`config.mk`:
```
export PLATFORM = sky130hd
export DESIGN_NAME = block_window_loader
export DESIGN_NICKNAME = d
export VERILOG_FILES = /design/src/rtl/block_window_loader.sv
export SDC_FILE = /design/constraint.sdc
export NUM_CORES = 2
export LEC_CHECK = 0
export BUFFER_PORTS_ARGS = -buffer_cell sky130_fd_sc_hd__buf_2
export CORE_AREA = 4 4 290 292
export DETAILED_ROUTE_END_ITERATION = 16
export DIE_AREA = 0 0 294 296
export PLACE_DENSITY = 0.68
export SLEW_MARGIN = 20
export SYNTH_ARGS = -nofsm -noshare
export SYNTH_HDL_FRONTEND = slang
export SYNTH_SLANG_ARGS = --single-unit
export TNS_END_PERCENT = 5
```
`constraint.sdc`:
```
create_clock -name clk_in -period 22.9 [get_ports clk_in]
set_input_delay 2.29 -clock clk_in [delete_from_list [all_inputs] [get_ports clk_in]]
set_output_delay 2.29 -clock clk_in [all_outputs]
set_load 0.01 [all_outputs]
```
`src/rtl/block_window_loader.sv`:
```
// block_window_loader
// Streams beat-map block records from an external synchronous ROM into a
// WINDOW-deep, time-ordered sliding window. Slot 0 always holds the nearest
// upcoming block; valid slots are contiguous from slot 0.
// ROM line 0 carries the block count N in its low bits; lines 1..N carry
// records {x, y, time, color, dir[2:0]}, MSB first.
// Optional feature macro: BLOCK_HIT_RETIRE_EN adds hit_in / hit_slot so the
// renderer can retire any valid slot early (time expiry of slot 0 wins).
module block_window_loader #(
    parameter int WINDOW      = 12,
    parameter int MAX_BLOCKS  = 256,
    parameter int COORD_W     = 12,
    parameter int TIME_W      = 18,
    parameter int ID_W        = 8,
    parameter int RAM_LATENCY = 2,
    localparam int AW = $clog2(MAX_BLOCKS + 1),
    localparam int RW = 2 * COORD_W + TIME_W + 4,
    localparam int CW = $clog2(WINDOW + 1),
    localparam int SW = $clog2(WINDOW)
) (
    input  logic                      clk_in,
    input  logic                      rst_in,
    input  logic                      restart_in,
    input  logic [TIME_W-1:0]         curr_time_in,
`ifdef BLOCK_HIT_RETIRE_EN
    input  logic                      hit_in,
    input  logic [SW-1:0]             hit_slot,
`endif
    output logic [AW-1:0]             rom_addr,
    input  logic [RW-1:0]             rom_data,
    output logic [WINDOW*COORD_W-1:0] block_x,
    output logic [WINDOW*COORD_W-1:0] block_y,
    output logic [WINDOW*TIME_W-1:0]  block_time,
    output logic [WINDOW-1:0]         block_color,
    output logic [WINDOW*3-1:0]       block_direction,
    output logic [WINDOW*ID_W-1:0]    block_ID,
    output logic [WINDOW-1:0]         block_valid,
    output logic [CW-1:0]             window_count,
    output logic                      song_done,
    output logic                      loader_busy,
    output logic [TIME_W-1:0]         curr_time_out
);

    // Line counters need one bit more than the address so next_line can
    // point one past the last record without wrapping.
    localparam int LW    = AW + 1;
    localparam int LAT_W = $clog2(RAM_LATENCY + 1);

    typedef enum logic [2:0] {
        S_HEADER,
        S_FILL,
        S_TRACK,
        S_FETCH,
        S_SHIFT,
        S_DONE
    } state_t;

    typedef struct packed {
        logic [RW-1:0]   rec;
        logic [ID_W-1:0] id;
    } slot_t;

    state_t            state_q, state_d;
    slot_t             slot_q [WINDOW];
    slot_t             slot_d [WINDOW];
    logic [WINDOW-1:0] valid_q, valid_d;
    logic [CW-1:0]     count_q, count_d;
    logic              done_q, done_d;
    logic [LW-1:0]     n_q, n_d;
    logic [LW-1:0]     next_line_q, next_line_d;
    logic [AW-1:0]     rom_addr_q, rom_addr_d;
    logic [LAT_W-1:0]  lat_q, lat_d;
    logic [CW-1:0]     fill_q, fill_d;
    slot_t             inc_q, inc_d;
    logic              inc_valid_q, inc_valid_d;
    logic [SW-1:0]     base_q, base_d;
    logic [TIME_W-1:0] tdly_q;

    logic              lat_hit;
    logic [LW-1:0]     hdr_cnt;
    logic              expire;
    logic              hit_ok;
    logic [SW-1:0]     hit_base;
    logic              retire;
    logic              more_lines;
    logic              go_fetch;

    // ID is the ROM line index, truncated (or zero-extended) to ID_W bits.
    function automatic logic [ID_W-1:0] line_id(input logic [LW-1:0] line);
        logic [LW+ID_W-1:0] ext;
        ext = {{ID_W{1'b0}}, line};
        return ext[ID_W-1:0];
    endfunction

    assign lat_hit    = (lat_q == LAT_W'(RAM_LATENCY));
    assign hdr_cnt    = {1'b0, rom_data[AW-1:0]};
    assign more_lines = (next_line_q <= n_q);

    // Retirement arbitration in TRACK: restart > slot-0 expiry > hit.
    always_comb begin
        // NOTE: every combinational output gets a default before any branch,
        // so no path can leave it unassigned and infer a latch.
        expire   = 1'b0;
        hit_ok   = 1'b0;
        hit_base = '0;
        if (state_q == S_TRACK && !restart_in) begin
            expire = valid_q[0] && (curr_time_in > slot_q[0].rec[TIME_W+3:4]);
`ifdef BLOCK_HIT_RETIRE_EN
            if (!expire && hit_in) begin
                for (int i = 0; i < WINDOW; i++) begin
                    if (hit_slot == SW'(i) && valid_q[i]) begin
                        hit_ok   = 1'b1;
                        hit_base = SW'(i);
                    end
                end
            end
`endif
        end
        retire   = expire || hit_ok;
        go_fetch = retire && more_lines;
    end

    // The refill read is issued in the deciding TRACK cycle itself, so a
    // retirement round costs TRACK + RAM_LATENCY + SHIFT cycles.
    assign rom_addr = go_fetch ? next_line_q[AW-1:0] : rom_addr_q;

    // Next-state logic: loader FSM, window update and restart override.
    always_comb begin
        state_d     = state_q;
        slot_d      = slot_q;
        valid_d     = valid_q;
        done_d      = done_q;
        n_d         = n_q;
        next_line_d = next_line_q;
        rom_addr_d  = rom_addr_q;
        lat_d       = lat_q;
        fill_d      = fill_q;
        inc_d       = inc_q;
        inc_valid_d = inc_valid_q;
        base_d      = base_q;

        case (state_q)
            S_HEADER: begin
                if (lat_hit) begin
                    n_d         = (hdr_cnt > LW'(MAX_BLOCKS)) ? LW'(MAX_BLOCKS) : hdr_cnt;
                    next_line_d = LW'(1);
                    lat_d       = '0;
                    fill_d      = '0;
                    if (n_d == '0) begin
                        state_d = S_DONE;
                        done_d  = 1'b1;
                    end else begin
                        rom_addr_d = AW'(1);
                        state_d    = S_FILL;
                    end
                end else begin
                    lat_d = lat_q + 1'b1;
                end
            end

            S_FILL: begin
                if (lat_hit) begin
                    for (int i = 0; i < WINDOW; i++) begin
                        if (fill_q == CW'(i)) begin
                            slot_d[i].rec = rom_data;
                            slot_d[i].id  = line_id(next_line_q);
                            valid_d[i]    = 1'b1;
                        end
                    end
                    next_line_d = next_line_q + 1'b1;
                    lat_d       = '0;
                    if (fill_q == CW'(WINDOW - 1) || next_line_q == n_q) begin
                        state_d = S_TRACK;
                    end else begin
                        rom_addr_d = next_line_d[AW-1:0];
                        fill_d     = fill_q + 1'b1;
                    end
                end else begin
                    lat_d = lat_q + 1'b1;
                end
            end

            S_TRACK: begin
                if (retire) begin
                    base_d = expire ? '0 : hit_base;
                    if (more_lines) begin
                        rom_addr_d = next_line_q[AW-1:0];
                        lat_d      = LAT_W'(1);
                        state_d    = S_FETCH;
                    end else begin
                        inc_d       = '0;
                        inc_valid_d = 1'b0;
                        state_d     = S_SHIFT;
                    end
                end else if (!valid_q[0] && !more_lines) begin
                    state_d = S_DONE;
                    done_d  = 1'b1;
                end
            end

            S_FETCH: begin
                if (lat_hit) begin
                    inc_d.rec   = rom_data;
                    inc_d.id    = line_id(next_line_q);
                    inc_valid_d = 1'b1;
                    next_line_d = next_line_q + 1'b1;
                    lat_d       = '0;
                    state_d     = S_SHIFT;
                end else begin
                    lat_d = lat_q + 1'b1;
                end
            end

            S_SHIFT: begin
                for (int i = 0; i < WINDOW - 1; i++) begin
                    if (SW'(i) >= base_q) begin
                        slot_d[i]  = slot_q[i+1];
                        valid_d[i] = valid_q[i+1];
                    end
                end
                slot_d[WINDOW-1]  = inc_q;
                valid_d[WINDOW-1] = inc_valid_q;
                state_d           = S_TRACK;
            end

            S_DONE: begin
                state_d = S_DONE;
            end

            default: begin
                state_d = S_HEADER;
            end
        endcase

        // Restart wins over everything; an outstanding fetch is simply
        // abandoned because HEADER re-times its own read from scratch.
        if (restart_in) begin
            state_d     = S_HEADER;
            valid_d     = '0;
            done_d      = 1'b0;
            n_d         = '0;
            next_line_d = '0;
            rom_addr_d  = '0;
            lat_d       = '0;
            fill_d      = '0;
            inc_valid_d = 1'b0;
            base_d      = '0;
        end

        count_d = '0;
        for (int i = 0; i < WINDOW; i++) begin
            count_d = count_d + CW'(valid_d[i]);
        end
    end

    // State and window registers.
    always_ff @(posedge clk_in or posedge rst_in) begin
        if (rst_in) begin
            state_q     <= S_HEADER;
            // NOTE: the slots are a flop bank read in parallel by the renderer,
            // so they reset with everything else; a RAM would not be reset.
            for (int i = 0; i < WINDOW; i++) begin
                slot_q[i] <= '0;
            end
            valid_q     <= '0;
            count_q     <= '0;
            done_q      <= 1'b0;
            n_q         <= '0;
            next_line_q <= '0;
            rom_addr_q  <= '0;
            lat_q       <= '0;
            fill_q      <= '0;
            inc_q       <= '0;
            inc_valid_q <= 1'b0;
            base_q      <= '0;
            tdly_q      <= '0;
        end else begin
            // NOTE: non-blocking assignments for all state so every register
            // samples the pre-edge values; blocking stays in always_comb.
            state_q     <= state_d;
            slot_q      <= slot_d;
            valid_q     <= valid_d;
            count_q     <= count_d;
            done_q      <= done_d;
            n_q         <= n_d;
            next_line_q <= next_line_d;
            rom_addr_q  <= rom_addr_d;
            lat_q       <= lat_d;
            fill_q      <= fill_d;
            inc_q       <= inc_d;
            inc_valid_q <= inc_valid_d;
            base_q      <= base_d;
            tdly_q      <= curr_time_in;
        end
    end

    // Unpack the slot registers onto the flat per-slot output buses.
    always_comb begin
        block_x         = '0;
        block_y         = '0;
        block_time      = '0;
        block_color     = '0;
        block_direction = '0;
        block_ID        = '0;
        for (int i = 0; i < WINDOW; i++) begin
            block_x[i*COORD_W +: COORD_W]  = slot_q[i].rec[RW-1 -: COORD_W];
            block_y[i*COORD_W +: COORD_W]  = slot_q[i].rec[RW-1-COORD_W -: COORD_W];
            block_time[i*TIME_W +: TIME_W] = slot_q[i].rec[TIME_W+3:4];
            block_color[i]                 = slot_q[i].rec[3];
            block_direction[i*3 +: 3]      = slot_q[i].rec[2:0];
            block_ID[i*ID_W +: ID_W]       = slot_q[i].id;
        end
    end

    assign block_valid   = valid_q;
    assign window_count  = count_q;
    assign song_done     = done_q;
    assign loader_busy   = (state_q != S_TRACK);
    assign curr_time_out = tdly_q;

endmodule

```
==> results.ini <==
[clocking]
ctsResizeCount = 0
clock-sinks = 775
cts-root-buf = clkbuf_16
clockBufferDepth = 3
postCtsSetupBuffers = 0
cts_tree = yes
path_clk_slew_ps = 60
htree_levels = 3
cts-buffers-inserted = 84
cts_hold_buf = 0
clock_latency_ps = 640

[drt]
ant_nets = 0
drcViolationCount = 0
drt-total-wl_mm = 122
drt_iter0_drc = 2824
met2WireLength_mm = 56.6
viasPerCell = 5.65
wl_per_cell_um = 23.3
topRoutingLayerUsed = met5
wl_met3_mm = 10.7
vias = 29600
m1WireLength_mm = 48.6
drt_first_pass_iters = 6

[setup_path]
path_cells = buf_2 -> ha_1 -> a21oi_1 -> o21ai_0 -> a221oi_1 -> o21ai_1 -> nand3_1 -> mux2_2 -> buf_2
start_kind = input pin
cpMostUsedCell = buf_2
path_class = input pin to output port
path_depth = 9
timing.rr.start = state_q[2]
ff2ff_path_depth = 17
crit_required_ps = 20610
crit_fanout = 11
cp_data_arrival_time_ps = 5110
startpoint = curr_time_in[11]
cpPeakStageDelay_ps = 640
cp_top_family = compound AO/OA/AOI/OAI gates
cp_num_buf_inv = 2
crit_path_end_kind = output port
cp_slowest_cell = a221oi_1

[sta]
finalMaxSlewViolations = 0
setup_tns_ps = 0
max_freq_mhz = 135
maxSlewHeadroom_pct = 27.2
min_period_ps = 7400
setup_viol = 0
rsz0062_at_grt = no
worst_slew_pin_slew_ps = 1090
clock-skew-final_ps = 30.0
timing.final.crit_share_pct = 32.3
hold_viol_final = 0

[layout]
layoutNonFillerInstCount = 5239
design_area_um2 = 40000
utilization_pct = 49.1
fin_nets = 4209
layout-drive-gt1-share_pct = 23.5
syn_to_final_growth_pct = 20.5

[place]
io_buffers = 759
place_area_um2 = 37300
dp_hpwl_mm = 83.4
dpl.cell_count = 5081
gp_congestion = 0.880

[synth]
synth_compound_area_share_pct = 23.3
synthXorXnorAreaFrac_pct = 0.158
synth_top_family_by_area = compound AO/OA/AOI/OAI gates
ys.flop_type = dfrtp_1
synth_cells = 3506
ys_types = 58
syn_nets = 3616
ys_seq_area_share_pct = 58.4
synthSimpleGateAreaFrac_pct = 10.7
synth_edf_count = 0
synth.avg_cell_area_um2 = 9.48
muxShareOfSynthArea_pct = 0.644
async_reset_ff_share_pct = 100
yosys_warnings = 0
synthAdderAreaFrac_pct = 1.78
synthesis.area_um2 = 33200
synth_seq_cells = 775

[job]
maxCapViolCount = 0

[power_and_ir_drop]
leakagePower_nw = 16.7
power.density_nw_per_um2 = 129
fin_total_pwr_mw = 5.16
peakVddDrop_uv = 71.0

[worst_hold_path]
min_delay_path_depth = 1
min_from = inc_q[9]
hold_path_class = register to register

[global_routing]
grt_pass1_wl_mm = 180
grt.overflow.total = 0
antenna_found_initial = 7
grt_pass1_vias = 27600
grt_max_degree = 182
grt_usage_pct = 26.9

[floorplanning]
ioPinCount = 760
core_um2 = 81600
dieArea_um2 = 87000
die-height_um = 296
die-width_um = 294
row_count = 105
start_util_pct = 40.7

[run_status]
outcome = completed

-- per-layer routing --
layer	global-route usage [%]	vias to the layer above
li1	-	13300
met2	41.7	1469
met5	0	-
met4	13.3	4
met3	6.04	311
met1	35.9	14500
-- logic make-up after synthesis --
kind of cell	count (synthesis)
muxes	19
DFF	775
xor gates and xnor gates	6
buffers and inverters	347
AOI/OAI and AO/OA	1463
and+or+nand+nor	853
adders and majority gates	43
-- area by class of cell --
cell class | count | area (um2)
Multi-Input combinational cell | 2384 | 12200
Sequential cell | 775 | 19400
Tap cell | 1070 | 1340
Timing Repair Buffer | 804 | 4210
Clock buffer | 120 | 2410
Antenna cell | 8 | 20.0
Fill cell | 7594 | 41500
Inverter | 50 | 191
Clock inverter | 28 | 297
-- flip-flops by register name, summed over array words and instances, names as in the netlist, 10 cells and up --
signal           cells
block_x            144
block_y            144
block_direction     36
block_time         216
inc_q               54
block_valid         12
block_color         12
curr_time_out       18
block_ID            96
next_line_q         10
-- worst reg2reg max path, cell delays in order (launching register included) --
cell and delay (ps):
dfrtp_1 700, inv_2 160, nor3_4 150, buf_4 770
a21oi_1 210, nor2_4 140, nor2_1 50, nor3_1 310
fa_1 470, inv_1 100, fa_1 430, fa_1 500
inv_1 50, fa_1 470, ha_1 170, inv_1 60
fa_1 440, xnor2_1 130
-- cell usage after synthesis, types with 3 or more instances --
cell type | instances | share of area (%)
a211oi_1 | 3 | 0.068
a21o_1 | 6 | 0.14
a21oi_1 | 1327 | 20
a21oi_4 | 4 | 0.20
a22o_1 | 64 | 1.7
a31oi_1 | 8 | 0.15
and2_1 | 54 | 1.0
and3_1 | 7 | 0.13
buf_1 | 14 | 0.16
buf_2 | 159 | 2.4
buf_4 | 30 | 0.68
buf_6 | 6 | 0.20
clkbuf_1 | 88 | 0.99
dfrtp_1 | 775 | 58
fa_1 | 7 | 0.42
ha_1 | 36 | 1.4
inv_1 | 49 | 0.55
mux2_2 | 19 | 0.64
nand2_1 | 44 | 0.50
nand2b_1 | 4 | 0.075
nand3_1 | 12 | 0.18
nand4_1 | 6 | 0.11
nor2_1 | 678 | 7.7
nor2_4 | 8 | 0.27
nor2b_1 | 8 | 0.15
nor3_1 | 14 | 0.21
o21ai_0 | 26 | 0.39
o31ai_1 | 8 | 0.18
or3_1 | 4 | 0.075
xor2_1 | 4 | 0.11
-- cell usage in the layout (no fill, tap or decap), drive strengths merged, types with 2 or more instances in the layout --
cell type,synthesis,final
a21o,6,6
nor3,16,16
nand2,44,44
ha,36,36
inv,50,54
or2,2,2
buf,209,804
or3,4,4
and2,54,54
diode,0,8
dfrtp,775,775
xor2,4,4
a21oi,1332,1332
and4,2,2
bufinv,0,3
mux2,19,19
fa,7,7
xnor2,2,2
and3,7,7
nand2b,4,4
o31ai,9,9
a221oi,2,2
clkbuf,88,120
nand4,6,6
o21ai,27,27
clkinv,0,20
nor4,3,3
a22o,64,64
nor2b,8,8
a31oi,9,9
nand3,12,12
nor2,687,687
a211oi,3,3
-- metrics by stage --
| stage | hold WS, ps | worst slack, ps |
|---|---|---|
| 2_1_floorplan | 466 | 9980 |
| 3_3_place_gp | 478 | 15510 |
| 3_5_place_dp | 483 | 15500 |
| 4_1_cts | 503 | 15500 |
| 5_1_grt | 512 | 15390 |
| 6_report | 500 | 15500 |
-- worst paths after layout --
| check | end | slack (ps) |
|---|---|---|
| min in group asynchronous | block_direction[31] | 1710 |
| max in group asynchronous | block_y[102] | 17140 |
| max reg2reg | window_count[2] | 17490 |
| min reg2reg | inc_q[9] | 500 |
| max | rom_addr[2] | 15500 |
| min | inc_q[9] | 500 |
-- power by group --
group	leakage [nW]	total, mW	internal (mW)	switching (mW)
Sequential	8.06	2.19	1.80	0.390
Combinational	7.27	1.62	0.607	1.01
Clock	1.34	1.35	0.770	0.582
Note: power is estimated with default switching activity, not from simulation.
